`src/rtl/cpu_pkg.sv`:
```
// cpu_pkg: shared datapath constants for the 16-bit accumulator CPU.
`default_nettype none
package cpu_pkg;
  localparam int DATA_W = 16;

  // Bit positions of the MBR strobes within the control unit's Control_Signals word
  localparam int CTRL_MBR_FROM_MEM = 3;
  localparam int CTRL_MEM_FROM_MBR = 11;
  localparam int CTRL_MBR_FROM_ACC = 12;

  localparam logic [DATA_W-1:0] MBR_RST = '0;
endpackage
`default_nettype wire

```
`src/rtl/mbr_unit_if.sv`:
```
// mbr_unit_if: strobes and data buses between the control/datapath side and the MBR.
`default_nettype none
interface mbr_unit_if #(
  parameter int WIDTH = 16
);
  logic             C3;
  logic             C11;
  logic             C12;
  logic [WIDTH-1:0] ACC_in;
  logic [WIDTH-1:0] MBR_in_memory;
  logic [WIDTH-1:0] MBR_out;
  logic [WIDTH-1:0] MBR_out_memory;

  modport master (
    output C3, C11, C12, ACC_in, MBR_in_memory,
    input  MBR_out, MBR_out_memory
  );

  modport slave (
    input  C3, C11, C12, ACC_in, MBR_in_memory,
    output MBR_out, MBR_out_memory
  );
endinterface
`default_nettype wire

```
`src/rtl/mbr_unit_en_reg.sv`:
```
// en_reg: WIDTH-wide register loaded when en is high, asynchronously cleared to RST_VAL.
`default_nettype none
module en_reg #(
  parameter int               WIDTH   = 16,
  parameter logic [WIDTH-1:0] RST_VAL = '0
) (
  input  wire logic             clk,
  input  wire logic             rst_n,
  input  wire logic             en,
  input  wire logic [WIDTH-1:0] d,
  output logic      [WIDTH-1:0] q
);
  always_ff @(posedge clk or negedge rst_n) begin
    if (!rst_n) begin
      q <= RST_VAL;
    end else if (en) begin
      q <= d;
    end
  end
endmodule
`default_nettype wire

```
`src/rtl/mbr_unit.sv`:
```
// mbr_unit: Memory Buffer Register with a separately registered memory write-data copy.
// Optional MBR_CONFLICT_EN adds a registered flag for C3/C12 asserted on the same edge.
`default_nettype none
module mbr_unit
  import cpu_pkg::*;
#(
  parameter int WIDTH = DATA_W
) (
  input  wire logic  clk,
  input  wire logic  rst_n,
  mbr_unit_if.slave  bus
`ifdef MBR_CONFLICT_EN
  ,
  output logic       conflict
`endif
);
  localparam logic [WIDTH-1:0] RST_VAL = WIDTH'(MBR_RST);

  logic             mbr_en;
  logic [WIDTH-1:0] mbr_d;
  logic [WIDTH-1:0] mbr_q;
  logic [WIDTH-1:0] mem_wr_q;

  // Memory load has priority over the accumulator load
  always_comb begin
    mbr_en = bus.C3 | bus.C12;
    mbr_d  = bus.C3 ? bus.MBR_in_memory : bus.ACC_in;
  end

  en_reg #(
    .WIDTH   (WIDTH),
    .RST_VAL (RST_VAL)
  ) u_mbr (
    .clk   (clk),
    .rst_n (rst_n),
    .en    (mbr_en),
    .d     (mbr_d),
    .q     (mbr_q)
  );

  // Fed from the mbr flop output, so a same-edge load never forwards into mem_wr
  en_reg #(
    .WIDTH   (WIDTH),
    .RST_VAL (RST_VAL)
  ) u_mem_wr (
    .clk   (clk),
    .rst_n (rst_n),
    .en    (bus.C11),
    .d     (mbr_q),
    .q     (mem_wr_q)
  );

  assign bus.MBR_out        = mbr_q;
  assign bus.MBR_out_memory = mem_wr_q;

`ifdef MBR_CONFLICT_EN
  always_ff @(posedge clk or negedge rst_n) begin
    if (!rst_n) begin
      conflict <= 1'b0;
    end else begin
      conflict <= bus.C3 & bus.C12;
    end
  end
`endif
endmodule
`default_nettype wire

```
`src/flat_wrapper.sv`:
```
// flat-port wrapper written by rule: the top's interface ports become plain ports
module mbr_unit_flat import cpu_pkg::*;
#(
  parameter int WIDTH = DATA_W
)
  (clk, rst_n, bus_C3, bus_C11, bus_C12, bus_ACC_in, bus_MBR_in_memory, bus_MBR_out, bus_MBR_out_memory);
  mbr_unit_if #(.WIDTH(WIDTH)) bus_i ();
  input  wire logic clk;
  input  wire logic rst_n;
  input wire logic [$bits(bus_i.C3)-1:0] bus_C3;
  input wire logic [$bits(bus_i.C11)-1:0] bus_C11;
  input wire logic [$bits(bus_i.C12)-1:0] bus_C12;
  input wire logic [$bits(bus_i.ACC_in)-1:0] bus_ACC_in;
  input wire logic [$bits(bus_i.MBR_in_memory)-1:0] bus_MBR_in_memory;
  output wire logic [$bits(bus_i.MBR_out)-1:0] bus_MBR_out;
  output wire logic [$bits(bus_i.MBR_out_memory)-1:0] bus_MBR_out_memory;
  assign bus_i.C3 = bus_C3;
  assign bus_i.C11 = bus_C11;
  assign bus_i.C12 = bus_C12;
  assign bus_i.ACC_in = bus_ACC_in;
  assign bus_i.MBR_in_memory = bus_MBR_in_memory;
  assign bus_MBR_out = bus_i.MBR_out;
  assign bus_MBR_out_memory = bus_i.MBR_out_memory;
  mbr_unit #(.WIDTH(WIDTH)) u_core (.clk(clk), .rst_n(rst_n), .bus(bus_i));
endmodule
```
`config.mk`:
```
export PLATFORM = sky130hd
export DESIGN_NAME = mbr_unit_flat
export DESIGN_NICKNAME = d
export VERILOG_FILES = /design/src/rtl/cpu_pkg.sv /design/src/rtl/mbr_unit_if.sv /design/src/rtl/mbr_unit_en_reg.sv /design/src/rtl/mbr_unit.sv /design/src/flat_wrapper.sv
export SDC_FILE = /design/constraint.sdc
export NUM_CORES = 1
export LEC_CHECK = 0
export BUFFER_PORTS_ARGS = -buffer_cell sky130_fd_sc_hd__buf_2
export CORE_MARGIN = 1
export CORE_UTILIZATION = 45
export DETAILED_ROUTE_END_ITERATION = 8
export PLACE_DENSITY = 0.82
export SLEW_MARGIN = 20
export SYNTH_ARGS = -nofsm -noshare
export SYNTH_HDL_FRONTEND = slang
export SYNTH_SLANG_ARGS = --single-unit
```
`constraint.sdc`:
```
create_clock -name clk -period 0.96 [get_ports clk]
set_input_delay 0.096 -clock clk [delete_from_list [all_inputs] [get_ports clk]]
set_output_delay 0.096 -clock clk [all_outputs]
set_load 0.05 [all_outputs]
```
* Word-level counts from Yosys, hierarchy flattened *
Cells that the tools add are included.

storage, ports and cells
  register bits after elaboration = 32
  bits in latches = 0
  memory bits (writable) = 0
  memory bits (read-only) = 0
  output and inout bits = 32
  memories = 0

operators by class
  add/subtract/negate cells = 0
  multipliers = 0
  div/mod/pow operators = 0
  $lt $le $gt $ge = 0
  eq/ne operators = 0
  shift-type cells = 0
  mux-type cells = 1
  bitwise operators = 1
  reductions and logical operators = 0

operators by type and width
  operator    number
  $mux 16     1
  $or 1x1->1  1

* Longest topological paths before layout *
  depth after elaboration = 1
  mapped depth = 4
  depth with buffers taken out = 2

* Hierarchy *
Synthesis repeated with hierarchy kept, for this count alone.

unflattened totals
  cells, all modules = 87
  area total of the unflattened synthesis = 1550.2 um^2

by module, submodules not included
  module    instances  cells each  area an instance (um^2)
  en_reg    2          34          649.4
  mbr_unit  1          19          251.5

* Worst setup path after synthesis *
OpenSTA, ideal clock, no wires.

  path kind = flip-flop to flip-flop
  start = register u_core.u_mbr.q[0]
  end = register u_core.u_mem_wr.q[0]
  setup time = 0.125 ns
  arrival = 0.877 ns
  data required time = 0.835 ns
  slack = -0.042 ns
  stages on the path, launching flop included = 2
  path buffers = 0
  clock period less this slack = 1.002 ns
  cells stage by stage = dfrtp_1 -> mux2_2

RTL lines
  item                      RTL line               RTL
  start: declaration        mbr_unit_en_reg.sv:11  output logic [WIDTH-1:0] q
  start signal: assignment  mbr_unit_en_reg.sv:15  q <= RST_VAL;
  start signal: assignment  mbr_unit_en_reg.sv:17  q <= d;
  end signal: assignment    mbr_unit_en_reg.sv:15
  end signal: assignment    mbr_unit_en_reg.sv:17
  end: declaration          mbr_unit_en_reg.sv:11

No word-level cell between the ends.

* Worst setup path in the final report *
  start = register u_core.u_mbr.q[13]
  end = output bus_MBR_out[13]

RTL lines
  item              RTL line            RTL
  end: declaration  flat_wrapper.sv:15  output wire logic [$bits(bus_i.MBR_out)-1:0] bus_MBR_out;

No word-level cell between the ends.

==> results.md <==
* Outcome: finished, violations left
* Failing checks: design-rule violations, negative setup slack
* Worst slew margin at 73.1%
* Worst-Skew Late Latency at 0.33 ns
* Fillers at 173
* Pre-CTS setup slack at 0.116 ns
* Share of cells above drive strength 1 at 69.0%
* Worst R2R End: u_core.u_mem_wr.q[2]
* RSZ-0062 raised after global routing: true
* Num rows at 19
* Reg area at 840 um^2
* Worst reg-to-reg setup slack at 0.02 ns
* Worst setup SP type: register
* Final setup viols at 32
* Area Overhead vs Synth at 71.1%
* Crit path capture type: output port
* CP max stage delay at 0.44 ns
* Buffers on Ports at 68
* Drt drc at 7
* Hold crit path type: in2reg
* Lkg Pwr at 0.00118 uW
* Least-Margin Pin Slew at 0.403 ns
* TritonRoute pass-1 iters at 6
* Gr ovfl total at 0
* Root buf cell: clkbuf_4
* Post-synthesis cell count at 103
* R2R Path Start: u_core.u_mbr.q[2]
* CTS buffer count at 5
* Top cell type's share of synthesized area at 57.4%
* Cell accounting for the most synthesized area: dfrtp_1
* Drt via density at 5.03
* Worst r2r path cells at 2
* Antenna cells at 0
* Via count at 1228
* Antenna violations before repair at 0
* Hold depth at 3
* Chip height at 57.7 um
* GP Congestion at 0.680
* Fmax at 975 MHz
* Mapped Area at 1400 um^2
* Hold Path Sink: u_core.u_mbr.q[11]
* Largest net degree at the start of global routing at 33
* Critical Path Fanout Max at 3
* YS warnings at 0
* CP Class: reg2out
* Min Tclk post-route at 1.03 ns
* Power Density at 1690 nW/um^2
* First-pass GRT wire length at 6500 um
* Detailed placement HPWL at 2120 um
* Number of nets in the layout at 249
* Critical Path RT at 0.86 ns
* Number of global-route vias before repair at 1367
* Avg WL per Cell at 16.4 um
* Final hold vios at 0
* H-tree depth at 2
* Family with the most delay on the worst path: flip-flops
* TritonCTS clock tree: done
* Max-Cap Viols at 0
* Total GRT Usage at 27.0%
* Routed Antenna Nets at 0
* Crit-path cells: buf_6
* WP buf/inv at 1
* Starting Density at 48.9%
* Total Power at 4040 uW
* Pins Over Slew Limit at 0
* Crit-path slowest cell: dfrtp_2
* Starting DRT DRC Count at 45
* Post-synth cell types at 11
* Post-Synthesis Net Count at 140
* Most frequent cells in the layout: buf_2, buf_6, dfrtp_2
* Clock Tree Buf Depth at 2
* Hold wc startpoint: bus_ACC_in[11]
* Most common cell after layout, fill and taps aside: buf_2
* Peak supply drop at 1.11 mV
* Clock slew at reported path FFs at 0.10 ns
* CTS Sinks at 32
* Post-Syn Area per Cell at 13.5 um^2
* Drt total wl at 4010 um
* #FFs+latches synth at 32
* Area of the multi-input gates at 534 um^2
* Fin worst setup slack at -0.0657 ns
* DIE WIDTH at 57.7 um
* Sequential element share of the synthesized area at 57.4%
* Synth area leaders: dfrtp_1, mux2i_1, mux2_4, mux2_2, nand2_1
* I/O pin count at 69
* Final period util at 107%
* Core area at 2850 um^2
* Die area at 3330 um^2
* Worst Clk Skew at 0.00490 ns
* Crit path arrival time at 0.93 ns
-- metrics by stage --
step / setup TNS, ns / instance area [um^2] / std cells / hold WS [ns] / util [%]
2_1_floorplan: -0.0280 / 1430 / 103 / -0.200 / -
3_3_place_gp: 0 / 1800 / 200 / 0.126 / 63.1
3_5_place_dp: 0 / 1800 / 200 / 0.140 / 63.1
4_1_cts: -1.64 / 2360 / 242 / 0.0289 / 82.6
5_1_grt: -2.71 / 2390 / 244 / 0.0405 / 83.7
6_report: -1.39 / 2390 / 244 / 0.0484 / 83.7
-- cells in the mapped netlist (all sizes together) --
cell,number
dfrtp,32
mux2,16
mux2i,16
nand2,16
o21ai,16
buf,6
clkbuf,1
-- timing repair --
action                     4_1_cts  5_1_grt
buffers inserted                17        2
setup endpoints to repair       32       34
resized for setup               64        4
hold buffers                    17        0
hold endpoints to repair        48        0
-- cell type report --
type | instances | area share [%]
timing repair buffer | 109 | 38.4
sequential | 32 | 35.2
multi-input combinational | 64 | 22.4
clock buffer | 8 | 2.46
tap | 31 | 1.62
-- how the worst max path moves through the flow --
stage,start,endpoint,cells past startpoint
after CTS,u_core.u_mbr.q[13],bus_MBR_out[13],1
after global routing,u_core.u_mbr.q[13],bus_MBR_out[13],1
after floorplan,u_core.u_mem_wr.q[0],u_core.u_mem_wr.q[0],1
after detailed placement,bus_C11,u_core.u_mem_wr.q[1],3
final,u_core.u_mbr.q[13],bus_MBR_out[13],1
after global placement,bus_C11,u_core.u_mem_wr.q[1],3
-- report_power, final --
group          total, uW  switching, uW  internal [uW]  leakage [uW]
registers           1660            130           1530      0.000352
clock network        806            445            361     0.0000326
logic               1570            875            695      0.000792
total               4040           1450           2590       0.00118
-- tightest hold or removal path, cell delays in order --
cell and delay [ns]:
buf_2 0.08, mux2i_1 0.06, o21ai_1 0.11
-- logic make-up after synthesis --
kind of cell	count (synthesis)	synth area share, %
compound gates	16	5.74
buf+inv	7	5.47
flops	32	57.4
mux	32	27.1
simple gates	16	4.31
-- routing by layer --
| layer | track usage [%] | share of wire (%) | up-vias |
|---|---|---|---|
| met3 | 7.37 | 6.5 | 6 |
| met2 | 51.3 | 54 | 56 |
| met5 | 0 | 0 | - |
| met4 | 6.12 | 0.85 | 0 |
| met1 | 30.0 | 39 | 589 |
| li1 | - | - | 577 |
-- flip-flops by register name (all words and copies together) (netlist names) --
signal	count
u_core.u_mbr.q	16
u_core.u_mem_wr.q	16
Note: power is estimated with default switching activity, not from simulation.
